File: src/rtl/jt10_adpcm_acc_pkg.sv
// Shared constants and arithmetic helpers for the ADPCM-A channel mixer.
// Width of the frame accumulator and of the final PCM sample live here.
package jt10_adpcm_acc_pkg;

    localparam int NCH   = 6;
    localparam int ACC_W = 18;
    localparam int PCM_W = 16;

    localparam logic signed [ACC_W-1:0] SAT_MAX = 18'sd32767;
    localparam logic signed [ACC_W-1:0] SAT_MIN = -18'sd32768;

    function automatic logic [PCM_W-1:0] sat16(input logic signed [ACC_W-1:0] v);
        if (v > SAT_MAX)
            return 16'h7FFF;
        else if (v < SAT_MIN)
            return 16'h8000;
        else
            return v[PCM_W-1:0];
    endfunction

    // Clamp at the 18-bit rails instead of wrapping, so a frame that
    // overshoots the accumulator still saturates the output in the right direction.
    function automatic logic signed [ACC_W-1:0] add_clamp(input logic signed [ACC_W-1:0] a,
                                                          input logic signed [ACC_W-1:0] b);
        logic signed [ACC_W:0] s;
        s = {a[ACC_W-1], a} + {b[ACC_W-1], b};
        if (s[ACC_W] != s[ACC_W-1])
            return s[ACC_W] ? {1'b1, {(ACC_W-1){1'b0}}} : {1'b0, {(ACC_W-1){1'b1}}};
        else
            return s[ACC_W-1:0];
    endfunction

endpackage

File: src/rtl/jt10_adpcm_sat.sv
// Combinational 18-to-16 bit saturator for the mixed frame sum.
module jt10_adpcm_sat
    import jt10_adpcm_acc_pkg::*;
(
    input  logic signed [ACC_W-1:0] val_i,
    output logic        [PCM_W-1:0] sat_o
);

    assign sat_o = sat16(val_i);

endmodule

File: src/rtl/jt10_adpcm_acc.sv
// Six-channel ADPCM-A mixer: sums one sample per channel slot, commits the
// frame total on the last slot and emits it saturated at the output rate.
module jt10_adpcm_acc
    import jt10_adpcm_acc_pkg::*;
(
    input  logic                     rst_n,
    input  logic                     clk,
    input  logic                     cen111,
    input  logic                     cen55,
    input  logic [2:0]               ch,
    input  logic signed [PCM_W-1:0]  pcm_in,
    output logic signed [PCM_W-1:0]  pcm_out
);

    localparam logic [2:0] LAST_CH = 3'(NCH - 1);

    logic signed [ACC_W-1:0] acc_q, acc_d;
    logic signed [ACC_W-1:0] total_q, total_d;
    logic        [PCM_W-1:0] pcm_out_q, pcm_out_d;
    logic signed [ACC_W-1:0] pcm_ext;
    logic signed [ACC_W-1:0] sum;
    logic        [PCM_W-1:0] total_sat;

    assign pcm_ext = {{(ACC_W-PCM_W){pcm_in[PCM_W-1]}}, pcm_in};
    assign sum     = add_clamp(acc_q, pcm_ext);

    jt10_adpcm_sat u_sat (
        .val_i (total_q),
        .sat_o (total_sat)
    );

    always_comb begin
        acc_d     = acc_q;
        total_d   = total_q;
        pcm_out_d = pcm_out_q;
        // Slots 6 and 7 fall through untouched: they are not channels.
        if (cen111) begin
            if (ch == 3'd0) begin
                acc_d = pcm_ext;
            end else if (ch <= LAST_CH) begin
                acc_d = sum;
                if (ch == LAST_CH)
                    total_d = sum;
            end
        end
        if (cen55)
            pcm_out_d = total_sat;
    end

    always_ff @(posedge clk or negedge rst_n) begin
        if (!rst_n) begin
            acc_q     <= '0;
            total_q   <= '0;
            pcm_out_q <= '0;
        end else begin
            acc_q     <= acc_d;
            total_q   <= total_d;
            pcm_out_q <= pcm_out_d;
        end
    end

    assign pcm_out = pcm_out_q;

endmodule

File: config.mk
export PLATFORM = sky130hd
export DESIGN_NAME = jt10_adpcm_acc
export DESIGN_NICKNAME = d
export VERILOG_FILES = /design/src/rtl/jt10_adpcm_acc_pkg.sv /design/src/rtl/jt10_adpcm_sat.sv /design/src/rtl/jt10_adpcm_acc.sv
export SDC_FILE = /design/constraint.sdc
export NUM_CORES = 1
export LEC_CHECK = 0
export CAP_MARGIN = 30
export CORE_MARGIN = 2
export CORE_UTILIZATION = 57
export DETAILED_ROUTE_END_ITERATION = 8
export GPL_ROUTABILITY_DRIVEN = 0
export HOLD_SLACK_MARGIN = 0.05
export PLACE_DENSITY = 0.86
export SLEW_MARGIN = 25
export SYNTH_ARGS = -nofsm -noshare
export SYNTH_HDL_FRONTEND = slang
export SYNTH_SLANG_ARGS = --single-unit
File: constraint.sdc
create_clock -name clk -period 3.3 [get_ports clk]
set_input_delay 0.825 -clock clk [delete_from_list [all_inputs] [get_ports clk]]
set_output_delay 0.825 -clock clk [all_outputs]
set_load 0.02 [all_outputs]
==> impl_metrics.ini <==
[placed_design]
placedInstanceArea_sq_um = 4100
place_inst = 547
port_buffers = 38
dpl.hpwl_mm = 6.38

[sta]
drv_slew = 0
fin_crit_sh_pct = 99.3
fin_crit_ns = 3.28
setup_tns_ns = 0
setup_violations = 0
worst_pin_slew_ns = 0.884
relSlewSlack_pct = 41.1
fmax_mhz = 305
hold_violations = 0
finClkSkew_ns = 0.00283

[global_route]
grtUsageTotal_pct = 28.3
antenna_found_initial = 0
grt_first_pass_wirelength_mm = 14.5
first_global_vias = 3210
grt_max_degree = 53
globalRouteOverflowTotal = 0

[yosys]
ys_top_cells_by_area = dfrtp_1, nand2_1, ha_1
yosysSeqAreaShare_pct = 38.5
syn_nets = 453
syn-cell-area_sq_um = 3380
synth_edf_count = 0
synthArstFlopShare_pct = 100
ys_ff_latch = 52
synth_warnings = 0
syn_area_per_cell_sq_um = 8.22
synth_most_common_cell = nand2_1
syn_inst = 411
synth_top_area_cell = dfrtp_1
yosys_most_used_dff = dfrtp_1
yosysTopAreaCellShare_pct = 38.5
synthTopCellsByCount = nand2_1, dfrtp_1, o21ai_0, nor2_1, a21oi_1
synth_cell_types = 51

[detailed_routing]
first_pass_iters = 5
drc = 0
first_iter_violations = 233
drt-total-wl_mm = 9.34
vias = 3377
vias_per_cell = 6.07
ant_nets = 0
drt-wirelength-per-cell_um = 16.8

[worst_hold_path]
hold_path_startpoint = pcm_out[15]$_DFFE_PN0P_
hold_class = reg -> reg

[floorplanning]
die_x_um = 81.0
rows = 28
die-area_sq_um = 6560
initial_core_util_pct = 58.1
io_pins = 39
coreArea_sq_um = 5820
die_h_um = 81.0

[finish]
syn_to_final_growth_pct = 30.3
post_route_cells_drive_above_1_share_pct = 19.1
final_cell_area_sq_um = 4400
final_cells = 556
nFillCells = 405
diodes = 0
nets = 523

[critical_path]
crit_path_max_incr_delay_ns = 0.43
critical_path_class = in -> reg
cp_slowest_cell = clkdlybuf4s50_1
cp-start-kind = input port
crit_arrival_ns = 3.44
worstSetupStartpoint = pcm_in[0]
path_cells = clkdlybuf4s50_1 -> ha_2 -> fa_2 -> a211oi_2 -> o211ai_1 -> a221oi_2 -> o31a_1 -> a21o_4 -> nand2_4 -> a21oi_4 -> o21ai_0
required_ns = 3.46
r2r-start = acc_q[0]$_DFFE_PN0P_
endpoint_kind = register
cp_max_fo = 7

[clocking]
clkTransAtPathRegs_ns = 0.09
root_buffer = clkbuf_8
clock_latency_ns = 0.30
cts_buffer_depth = 2
htree_levels = 2
cts_made_buffers = 5
cts_sinks = 52
cts_tree = yes

[power_and_ir_drop]
p_leak_nw = 1.93
power_density_nw_per_um2 = 1130
ir_drop_mv = 0.678

[job]
drv_cap = 0

[outcome]
status = completed
cells by family after synthesis:
kind of cell	count (synthesis)	synth area share (%)
compound gates	149	27.6
simple gates	134	17.2
flops	52	38.5
buf+inv	40	4.82
fa+ha+maj	20	7.60
xor+xnor	14	3.63
mux	2	0.630
per-layer routing:
metal | global-route usage (%) | share of wire (%) | up-vias
li1 | - | - | 1596
met1 | 32.7 | 39 | 1564
met2 | 50.3 | 51 | 174
met3 | 5.00 | 6.4 | 43
met4 | 13.7 | 3.7 | 0
met5 | 0 | 0 | -
where the power goes:
part | switching, mW | total [mW] | internal [mW]
registers | 0.344 | 1.30 | 0.952
clock network | 0.214 | 0.512 | 0.299
logic | 1.74 | 3.18 | 1.44
total | 2.29 | 4.99 | 2.70
metrics by stage:
step                power [mW]  util [%]  hold slack, ns  setup slack [ns]
floorplan                 3.01         -           0.454             0.196
global placement          3.85      70.4           0.488            -0.396
detailed placement        4.00      70.4           0.486            -0.486
CTS                       4.62      73.3           0.510           0.00886
global route              5.34      75.7           0.532           -0.0416
finish                    4.99      75.7           0.512            0.0228
state kept, by name, summed over array words and instances (netlist names):
| name | flops |
|---|---|
| acc_q | 18 |
| total_q | 18 |
| pcm_out | 16 |
path summary, 6_finish.rpt:
kind                            slack, ns                 endpoint  cells past startpoint
worst max-delay path                 0.02     acc_q[2]$_DFFE_PN0P_                     11
worst min-delay path                 0.51  pcm_out[15]$_DFFE_PN0P_                      1
worst max register to register       0.58     acc_q[2]$_DFFE_PN0P_                     10
worst min register to register       0.51  pcm_out[15]$_DFFE_PN0P_                      1
max in group asynchronous            2.34   total_q[7]$_DFFE_PN0P_                      1
min in group asynchronous            0.54   pcm_out[0]$_DFFE_PN0P_                      1
placed cells by master, fill, tap and decap left out, types with 8 or more instances in the layout:
cell type	n
nand2_1	66
dfrtp_1	52
buf_4	44
o21ai_0	40
nor2_1	38
clkdlybuf4s50_1	37
inv_1	20
o21ai_1	18
o211ai_1	18
ha_1	15
a21oi_1	14
a21oi_2	14
a22oi_1	14
a21o_1	8
xnor2_1	8
what timing repair did:
action / 4_1_cts / 5_1_grt
hold buffers: 0 / 0
setup endpoints to repair: 34 / 34
pin swaps: 3 / 7
gates cloned: 0 / 1
setup buffers: 0 / 1
resized for setup: 9 / 25
worst max-delay path, delay by kind of cell:
kind	cells	cell delay, ns
adder cells (fa/ha/maj)	2	0.58
buffers and inverters	1	0.43
AND/OR/NAND/NOR	1	0.12
AO/OA/AOI/OAI	7	1.48
layout make-up:
| class | count | area [sq um] | area share [%] |
|---|---|---|---|
| clock buffers | 5 | 68.8 | 1.56 |
| inverters | 20 | 75.1 | 1.71 |
| well taps | 75 | 93.8 | 2.13 |
| flip-flops and latches | 52 | 1300 | 29.6 |
| multi-input cells | 320 | 2080 | 47.3 |
| repair buffers | 82 | 721 | 16.4 |
| clock inverters | 2 | 60.1 | 1.36 |
(Power assumes the default switching activity.)
